**config.mk**
```make
export PLATFORM = sky130hd
export DESIGN_NAME = pipe_stall_ctrl_flat
export DESIGN_NICKNAME = d
export VERILOG_FILES = /design/src/rtl/pipe_stall_ctrl_pkg.sv /design/src/rtl/pipe_stall_ctrl_if.sv /design/src/rtl/pipe_stall_ctrl_sat_counter.sv /design/src/rtl/pipe_stall_ctrl.sv /design/src/flat_wrapper.sv
export SDC_FILE = /design/constraint.sdc
export NUM_CORES = 1
export LEC_CHECK = 0
export ABC_AREA = 1
export CAP_MARGIN = 20
export CORE_MARGIN = 2
export CORE_UTILIZATION = 58
export CTS_BUF_LIST = sky130_fd_sc_hd__clkbuf_4
export CTS_CLUSTER_DIAMETER = 60
export CTS_CLUSTER_SIZE = 14
export DETAILED_ROUTE_END_ITERATION = 7
export PLACE_DENSITY = 0.88
export SLEW_MARGIN = 20
export SYNTH_ARGS = -nofsm -noshare
export SYNTH_HDL_FRONTEND = slang
export SYNTH_SLANG_ARGS = --single-unit
```
**constraint.sdc**
```tcl
create_clock -name clk_i -period 2.6 [get_ports clk_i]
set_input_delay 0.52 -clock clk_i [delete_from_list [all_inputs] [get_ports clk_i]]
set_output_delay 0.52 -clock clk_i [all_outputs]
set_load 0.05 [all_outputs]
```
**src/rtl/pipe_stall_ctrl_pkg.sv**
```systemverilog
// Shared types and defaults for the pipeline stall/flush scheduler.
package pipe_stall_ctrl_pkg;

   typedef enum logic [1:0] {
      ST_RUN  = 2'd0,
      ST_WAIT = 2'd1,
      ST_FILL = 2'd2
   } state_e;

   localparam int unsigned TIMEOUT_DEF = 64;
   localparam int unsigned CNT_W_DEF   = 16;

endpackage

```
**src/rtl/pipe_stall_ctrl_if.sv**
```systemverilog
// Hazard/miss inputs and pipeline control outputs of the stall scheduler.
interface pipe_stall_ctrl_if
   import pipe_stall_ctrl_pkg::*;
   #(parameter int unsigned CNT_W = CNT_W_DEF);

   logic             ld_use_i;
   logic             branch_i;
   logic             dmiss_i;
   logic             mem_ack_i;
   logic             mem_req_o;
   logic             pc_we_o;
   logic             ifid_we_o;
   logic             ifid_flush_o;
   logic             idex_bubble_o;
   logic             exmem_we_o;
   logic             memwb_bubble_o;
   logic             busy_o;
   logic             err_o;
   logic [CNT_W-1:0] stall_cnt_o;

   // Pipeline / memory side
   modport master (
      output ld_use_i, branch_i, dmiss_i, mem_ack_i,
      input  mem_req_o, pc_we_o, ifid_we_o, ifid_flush_o, idex_bubble_o,
             exmem_we_o, memwb_bubble_o, busy_o, err_o, stall_cnt_o
   );

   // Scheduler side
   modport slave (
      input  ld_use_i, branch_i, dmiss_i, mem_ack_i,
      output mem_req_o, pc_we_o, ifid_we_o, ifid_flush_o, idex_bubble_o,
             exmem_we_o, memwb_bubble_o, busy_o, err_o, stall_cnt_o
   );

endinterface

```
**src/rtl/pipe_stall_ctrl_sat_counter.sv**
```systemverilog
// Saturating up-counter with synchronous clear; holds at all-ones.
module sat_counter #(
   parameter int unsigned W = 8
) (
   input  logic         clk_i,
   input  logic         rst_i,
   input  logic         inc_i,
   input  logic         clr_i,
   output logic [W-1:0] cnt_o
);

   logic [W-1:0] cnt_q;
   logic [W-1:0] cnt_d;

   always_comb begin
      cnt_d = cnt_q;
      if (clr_i) begin
         cnt_d = '0;
      end else if (inc_i && (cnt_q != {W{1'b1}})) begin
         cnt_d = cnt_q + W'(1);
      end
   end

   always_ff @(posedge clk_i or posedge rst_i) begin
      if (rst_i) begin
         cnt_q <= '0;
      end else begin
         cnt_q <= cnt_d;
      end
   end

   assign cnt_o = cnt_q;

endmodule

```
**src/rtl/pipe_stall_ctrl.sv**
```systemverilog
// Merges load-use, branch and D-cache miss events into per-stage enables;
// sequences the miss refill with a watchdog and counts stalled cycles.
module pipe_stall_ctrl
   import pipe_stall_ctrl_pkg::*;
#(
   parameter int unsigned TIMEOUT = TIMEOUT_DEF,
   parameter int unsigned CNT_W   = CNT_W_DEF
) (
   input  logic             clk_i,
   input  logic             rst_i,
   pipe_stall_ctrl_if.slave bus
);

   localparam int unsigned TMR_W = $clog2(TIMEOUT);

   state_e           state_q;
   state_e           state_d;
   logic             err_q;
   logic             err_d;
   logic [TMR_W-1:0] timer;
   logic             in_wait;

   logic pc_we_c, ifid_we_c, exmem_we_c, idex_bubble_c, memwb_bubble_c;
   logic ifid_flush_c, mem_req_c, busy_c;

   assign in_wait = (state_q == ST_WAIT);

   always_ff @(posedge clk_i or posedge rst_i) begin
      if (rst_i) begin
         state_q <= ST_RUN;
      end else begin
         state_q <= state_d;
      end
   end

   always_comb begin
      state_d = state_q;
      case (state_q)
         ST_RUN:  if (bus.dmiss_i) state_d = ST_WAIT;
         ST_WAIT: if (bus.mem_ack_i) state_d = ST_FILL;
         ST_FILL: state_d = ST_RUN;
         default: state_d = ST_RUN;
      endcase
   end

   // Mealy decode; reset forces a safe frozen-with-bubbles pattern
   always_comb begin
      pc_we_c        = 1'b1;
      ifid_we_c      = 1'b1;
      exmem_we_c     = 1'b1;
      idex_bubble_c  = 1'b0;
      memwb_bubble_c = 1'b0;
      ifid_flush_c   = 1'b0;
      mem_req_c      = 1'b0;
      busy_c         = 1'b0;
      if (rst_i) begin
         pc_we_c        = 1'b0;
         ifid_we_c      = 1'b0;
         exmem_we_c     = 1'b0;
         idex_bubble_c  = 1'b1;
         memwb_bubble_c = 1'b1;
      end else begin
         case (state_q)
            ST_RUN: begin
               if (bus.dmiss_i) begin
                  pc_we_c        = 1'b0;
                  ifid_we_c      = 1'b0;
                  exmem_we_c     = 1'b0;
                  memwb_bubble_c = 1'b1;
                  mem_req_c      = 1'b1;
               end else if (bus.ld_use_i) begin
                  pc_we_c       = 1'b0;
                  ifid_we_c     = 1'b0;
                  idex_bubble_c = 1'b1;
               end else if (bus.branch_i) begin
                  ifid_flush_c = 1'b1;
               end
            end
            ST_WAIT, ST_FILL: begin
               pc_we_c        = 1'b0;
               ifid_we_c      = 1'b0;
               exmem_we_c     = 1'b0;
               memwb_bubble_c = 1'b1;
               mem_req_c      = in_wait;
               busy_c         = 1'b1;
            end
            default: begin
               pc_we_c    = 1'b0;
               ifid_we_c  = 1'b0;
               exmem_we_c = 1'b0;
            end
         endcase
      end
   end

   // Watchdog runs only while waiting without an ack
   sat_counter #(.W(TMR_W)) u_timer (
      .clk_i (clk_i),
      .rst_i (rst_i),
      .inc_i (in_wait && !bus.mem_ack_i),
      .clr_i (!in_wait || bus.mem_ack_i),
      .cnt_o (timer)
   );

   // Set on the edge where the timer advances to TIMEOUT-1
   always_comb begin
      err_d = err_q;
      if (in_wait && !bus.mem_ack_i && (timer >= TMR_W'(TIMEOUT - 2))) begin
         err_d = 1'b1;
      end
   end

   always_ff @(posedge clk_i or posedge rst_i) begin
      if (rst_i) begin
         err_q <= 1'b0;
      end else begin
         err_q <= err_d;
      end
   end

   sat_counter #(.W(CNT_W)) u_stall_cnt (
      .clk_i (clk_i),
      .rst_i (rst_i),
      .inc_i (!pc_we_c),
      .clr_i (1'b0),
      .cnt_o (bus.stall_cnt_o)
   );

   assign bus.pc_we_o        = pc_we_c;
   assign bus.ifid_we_o      = ifid_we_c;
   assign bus.exmem_we_o     = exmem_we_c;
   assign bus.idex_bubble_o  = idex_bubble_c;
   assign bus.memwb_bubble_o = memwb_bubble_c;
   assign bus.ifid_flush_o   = ifid_flush_c;
   assign bus.mem_req_o      = mem_req_c;
   assign bus.busy_o         = busy_c;
   assign bus.err_o          = err_q;

endmodule

```
**src/flat_wrapper.sv**
```systemverilog
// flat-port wrapper written by rule: the top's interface ports become plain ports
module pipe_stall_ctrl_flat import pipe_stall_ctrl_pkg::*;
#(
   parameter int unsigned TIMEOUT = TIMEOUT_DEF,
   parameter int unsigned CNT_W   = CNT_W_DEF
)
  (clk_i, rst_i, bus_ld_use_i, bus_branch_i, bus_dmiss_i, bus_mem_ack_i, bus_mem_req_o, bus_pc_we_o, bus_ifid_we_o, bus_ifid_flush_o, bus_idex_bubble_o, bus_exmem_we_o, bus_memwb_bubble_o, bus_busy_o, bus_err_o, bus_stall_cnt_o);
  pipe_stall_ctrl_if #(.CNT_W(CNT_W)) bus_i ();
  input  logic clk_i;
  input  logic rst_i;
  input wire logic [$bits(bus_i.ld_use_i)-1:0] bus_ld_use_i;
  input wire logic [$bits(bus_i.branch_i)-1:0] bus_branch_i;
  input wire logic [$bits(bus_i.dmiss_i)-1:0] bus_dmiss_i;
  input wire logic [$bits(bus_i.mem_ack_i)-1:0] bus_mem_ack_i;
  output wire logic [$bits(bus_i.mem_req_o)-1:0] bus_mem_req_o;
  output wire logic [$bits(bus_i.pc_we_o)-1:0] bus_pc_we_o;
  output wire logic [$bits(bus_i.ifid_we_o)-1:0] bus_ifid_we_o;
  output wire logic [$bits(bus_i.ifid_flush_o)-1:0] bus_ifid_flush_o;
  output wire logic [$bits(bus_i.idex_bubble_o)-1:0] bus_idex_bubble_o;
  output wire logic [$bits(bus_i.exmem_we_o)-1:0] bus_exmem_we_o;
  output wire logic [$bits(bus_i.memwb_bubble_o)-1:0] bus_memwb_bubble_o;
  output wire logic [$bits(bus_i.busy_o)-1:0] bus_busy_o;
  output wire logic [$bits(bus_i.err_o)-1:0] bus_err_o;
  output wire logic [$bits(bus_i.stall_cnt_o)-1:0] bus_stall_cnt_o;
  assign bus_i.ld_use_i = bus_ld_use_i;
  assign bus_i.branch_i = bus_branch_i;
  assign bus_i.dmiss_i = bus_dmiss_i;
  assign bus_i.mem_ack_i = bus_mem_ack_i;
  assign bus_mem_req_o = bus_i.mem_req_o;
  assign bus_pc_we_o = bus_i.pc_we_o;
  assign bus_ifid_we_o = bus_i.ifid_we_o;
  assign bus_ifid_flush_o = bus_i.ifid_flush_o;
  assign bus_idex_bubble_o = bus_i.idex_bubble_o;
  assign bus_exmem_we_o = bus_i.exmem_we_o;
  assign bus_memwb_bubble_o = bus_i.memwb_bubble_o;
  assign bus_busy_o = bus_i.busy_o;
  assign bus_err_o = bus_i.err_o;
  assign bus_stall_cnt_o = bus_i.stall_cnt_o;
  pipe_stall_ctrl #(.TIMEOUT(TIMEOUT), .CNT_W(CNT_W)) u_core (.clk_i(clk_i), .rst_i(rst_i), .bus(bus_i));
endmodule
```
== Word-level counts from Yosys, hierarchy flattened ==
Index checks and enable logic that the tools add are counted.

* $add $sub $neg: 2
* $lt $le $gt $ge: 1
* Eq/ne operators: 6
* Mux-type cells: 28
* Reduce and logical (&&, ||, !) cells: 12

{| class="wikitable"
|+ Operators by type and width
! operator !! number
|-
| 1-bit two-way mux || 21
|-
| 16-bit by 1-bit adder with 16-bit output, second input constant || 1
|-
| 16-bit != test, second input constant || 1
|-
| 6-bit two-way mux || 2
|-
| 6-bit by 1-bit adder with 6-bit output, second input constant || 1
|-
| 6-bit greater-or-equal comparator, second input constant || 1
|-
| 6-bit != test, second input constant || 1
|-
| 1-bit logical AND || 4
|-
| 2-bit two-way mux || 2
|-
| 2-bit != test, second input constant || 2
|-
| 1-bit one-hot mux with 2 select lines || 2
|-
| 2-bit one-hot mux with 2 select lines || 1
|-
| 1-bit logical NOT || 3
|-
| 2-bit by 1-bit equality test with 1-bit output, second input constant || 1
|-
| 2-bit equality test, second input constant || 1
|-
| 2-bit logical NOT || 1
|-
| 2-bit AND reduction || 1
|-
| 2-bit nonzero test || 1
|-
| 2-bit OR reduction || 1
|-
| 1-bit logical OR || 1
|}

* Register bits after elaboration: 25
* Bits of input ports: 6
* Output and inout port bits: 25
* Logic and storage cells: 53

== Depth between registers and ports, before layout ==
Gate-level depths: netlist of run 1.

* Word-level depth: 6
* Mapped depth: 9
* Mapped depth without buffers: 9

== Hierarchy ==
Synthesis of run 1 repeated with hierarchy kept, for this count alone.

* Cells, all modules: 262
* Area total of the unflattened synthesis: 1,794.2 sq um

{| class="wikitable"
|+ Modules (own cells, without submodules)
! module !! times used !! cells each !! area each (sq um) !! sequential area each (sq um)
|-
| sat_counter at u_core.u_stall_cnt || 1 || 159 || 1,083.5 || 400.4
|-
| sat_counter at u_core.u_timer || 1 || 53 || 392.9 || 150.1
|-
| pipe_stall_ctrl || 1 || 50 || 317.8 || 75.1
|}

== Worst setup path before layout of run 1 ==
OpenSTA, ideal clock, no wires.

* Path type: reg2out
* Start: reg u_core.state_q[0]
* End: out bus_mem_req_o
* Data arrival time: 1.944 ns
* Required time: 2.080 ns
* Slack: 0.136 ns
* Stages on the path, launching flop included: 5
* Buffers on the path: 0
* Path through: dfrtp_1 inv_1 ha_1 a21oi_1 a211oi_1

* Longest elaborated chain between the ends: 4
* Elaborated cells between the ends (all ways): 6
* Classes of those cells: eq/ne (2); mux (2); reduce/logical (2)

{| class="wikitable"
|+ RTL lines
! item !! line !! text
|-
| from (decl) || pipe_stall_ctrl.sv:16 || <nowiki>state_e state_q;</nowiki>
|-
| from (signal assigned) || pipe_stall_ctrl.sv:32 || <nowiki>state_q <= state_d;</nowiki>
|-
| 2-bit equality test / 2-bit by 1-bit equality test with 1-bit output (equally long branches) || pipe_stall_ctrl.sv:63, pipe_stall_ctrl.sv:26 ||
|-
| 2-bit OR reduction || pipe_stall_ctrl.sv:63 || <nowiki>case (state_q)</nowiki>
|-
| 1-bit one-hot mux with 2 select lines (*) || pipe_stall_ctrl.sv:63 ||
|-
| 1-bit two-way mux (*) || pipe_stall_ctrl.sv:56 || <nowiki>if (rst_i) begin</nowiki>
|-
| to (decl) || flat_wrapper.sv:15 || <nowiki>output wire logic [$bits(bus_i.mem_req_o)-1:0] bus_mem_req_o;</nowiki>
|}

Mark *: on every way between the ends. The rest lies on a longest branch, timed or not.

== Final worst setup path of run 1 ==
Ends and elaborated chain as after synthesis.

==> reports/metrics.yaml, run 1 <==
end_kind: "output pin"
p_int_uw: 862
num_vias: 1483
fin_nets: 269
setup_tns_ns: 0
synthDistinctLibCells: 26
insertion_delay_ns: 0.32
yosysSeqAreaShare: 0.387
io-pin-count: 31
synth_area_leader_cell: "dfrtp_1"
finalNonFillerCells: 285
firstDrtPassIters: 5
ctsHoldBuffers: 0
fp.coreArea_sq_mm: 0.00271
grt_use_total: 0.218
grt_max_degree: 18
p_seq_frac: 0.338
htreeDepth: 1
dieArea_sq_mm: 0.00323
cts_setup_buffers: 0
gp_congestion: 0.839
synth_nets: 234
rrSetupSlack_ns: 0.69
ys_warn_count: 0
routedWlPerCell_um: 11.3
arrival_ns: 1.80
synth-seq-cells: 25
drt-initial-drc-count: 49
critPathKind: "flop to output pin"
synthCells: 220
ys_top_cells_by_area: "dfrtp_1 39%, nand2_1 15%, inv_1 6.3%"
rsz0062_at_grt: "false"
grt_pass1_vias: 1360
finalWirelength_um: 3220
combPwrFrac: 0.556
grt_pass1_wl_um: 5550
viasPerCell: 5.20
clk_pin_slew_ns: 0.14
area_delta_synth_final_pct: 25.9
cts_max_path_buffers: 2
min_period_ns: 2.32
drv_cap: 0
cts_buffers: 3
ir_drop_v: 0.000928
synthesis.area_sq_mm: 0.00162
yosys-top-cells-count: "65 x nand2_1, 27 x inv_1, 27 x nor2_1"
grt_overflow: 0
die_x_um: 56.8
hp-class: "flop to flop"
worst_setup_path_start_kind: "flop"
drive_above_1_share: 0.146
yosysMostFrequentCell: "nand2_1"
outcome: "finished, final reports clean"
place_inst: 281
swShare: 0.493
grt_antenna_before_repair: 0
synth_ff_type: "dfrtp_1"
skew_ns: 0.00225
drc: 0
relSlewSlack: 0.632
diodes: 0
cts_tree: "done"
slew_violations: 0
synthArstFlopShare: 1.00
fill_cells: 217
p_switching_uw: 838
crit_fanout: 6
fmax_mhz: 432
leakagePower_nw: 0.981
syn_area_per_cell_sq_um: 7.35
powerDensity_mw_per_mm2: 836
tightest_slew_ns: 0.551
die_y_um: 56.8
start_util: 0.596
synth_edf_count: 0
portBuffers: 30
fin_crit_sh: 0.891
postRouteAntennaNets: 0
ctsResizeCount: 0
clkPwrFrac: 0.106
required_ns: 2.08
cts-root-buf: "clkbuf_4"
fp-row-count: 19
dp_hpwl_um: 2510
synth_top_cell_area_share: 0.387
hold_viol_final: 0
cts.sinks: 25
finalSetupViolCount: 0
## stage by stage
step | power (mW) | worst slack, ns | utilization | cell area, sq um | hold WS, ns
finish | 1.70 | 0.284 | 0.751 | 2030 | 0.488
global route | 1.81 | 0.182 | 0.751 | 2030 | 0.503
detailed placement | 1.53 | 0.339 | 0.741 | 2010 | 0.459
CTS | 1.71 | 0.285 | 0.751 | 2030 | 0.490
global placement | 1.51 | 0.359 | 0.741 | 2010 | 0.455
floorplan | 1.23 | 0.136 | - | 1620 | 0.421
## state kept, by name, indices dropped and copies added, names as in the netlist
register and count:
u_core.u_stall_cnt.cnt_o 16, u_core.u_timer.cnt_o 6, u_core.state_q 2, u_core.bus.err_o 1
## area by class of cell
cell class / count / area (sq um) / area share
clock buffer: 3 / 22.5 / 0.0111
multi-input combinational: 161 / 852 / 0.419
sequential: 25 / 626 / 0.308
clock inverter: 1 / 5.00 / 0.00246
tap: 31 / 38.8 / 0.0191
inverter: 32 / 120 / 0.0590
timing repair buffer: 32 / 370 / 0.182
## per-layer routing
metal  global-route usage  vias up  routed length [um]
li1                     -      761                   -
met1                0.283      672                1450
met2                0.375       45                1550
met3               0.0300        5                 173
met4               0.0731        0                  43
met5                    0        -                   0
## cell usage in the layout (no fill, tap or decap), drive strengths merged, types with 4 or more instances in the layout
cell,count
o21ai,10
nand2,72
clkdlybuf4s50,22
nand3,12
nand4,8
nor2,32
inv,32
ha,8
dfrtp,25
buf,10
a21oi,4
## critical path: stages (launching register included)
cell	delay, ns
dfrtp_1	0.48
inv_1	0.13
ha_1	0.23
a21oi_1	0.09
a211oi_1	0.35
buf_12	0.19
## cell families after synthesis
family                   count (synthesis)  synth area share
flip-flops                              25             0.387
XOR/XNOR                                 6            0.0325
buffers and inverters                   34            0.0859
AND/OR/NAND/NOR                        127             0.356
adder cells (fa/ha/maj)                  8            0.0619
AO/OA/AOI/OAI                           20            0.0766
## power groups by stage
stage	logic [mW]	registers, mW	clock network, mW
finish	0.946	0.575	0.179
global route	1.02	0.591	0.197
CTS	0.949	0.576	0.185
detailed placement	0.947	0.582	0
global placement	0.928	0.579	0
floorplan	0.476	0.756	0
## worst paths after layout
| kind | to | depth (start not counted) | from |
|---|---|---|---|
| min | u_core.bus.err_o | 1 | u_core.bus.err_o |
| max reg2reg | u_core.u_stall_cnt.cnt_o[7] | 7 | u_core.state_q[0] |
| max in group asynchronous | u_core.u_stall_cnt.cnt_o[1] | 4 | rst_i |
| min reg2reg | u_core.bus.err_o | 1 | u_core.bus.err_o |
| min in group asynchronous | u_core.u_stall_cnt.cnt_o[14] | 3 | rst_i |
| max | bus_mem_req_o | 5 | u_core.state_q[0] |
Power figures use the tool's default switching activity.
==> run 2, diff against run 1 <==
--- a/config.mk
+++ b/config.mk
@@ -10,7 +10,6 @@
 export CORE_MARGIN = 2
 export CORE_UTILIZATION = 58
 export CTS_BUF_LIST = sky130_fd_sc_hd__clkbuf_4
-export CTS_CLUSTER_DIAMETER = 60
 export CTS_CLUSTER_SIZE = 14
 export DETAILED_ROUTE_END_ITERATION = 7
 export PLACE_DENSITY = 0.88
==> results of run 2 <==
No change in the layout: final DEF, timing and power equal those of run 1.
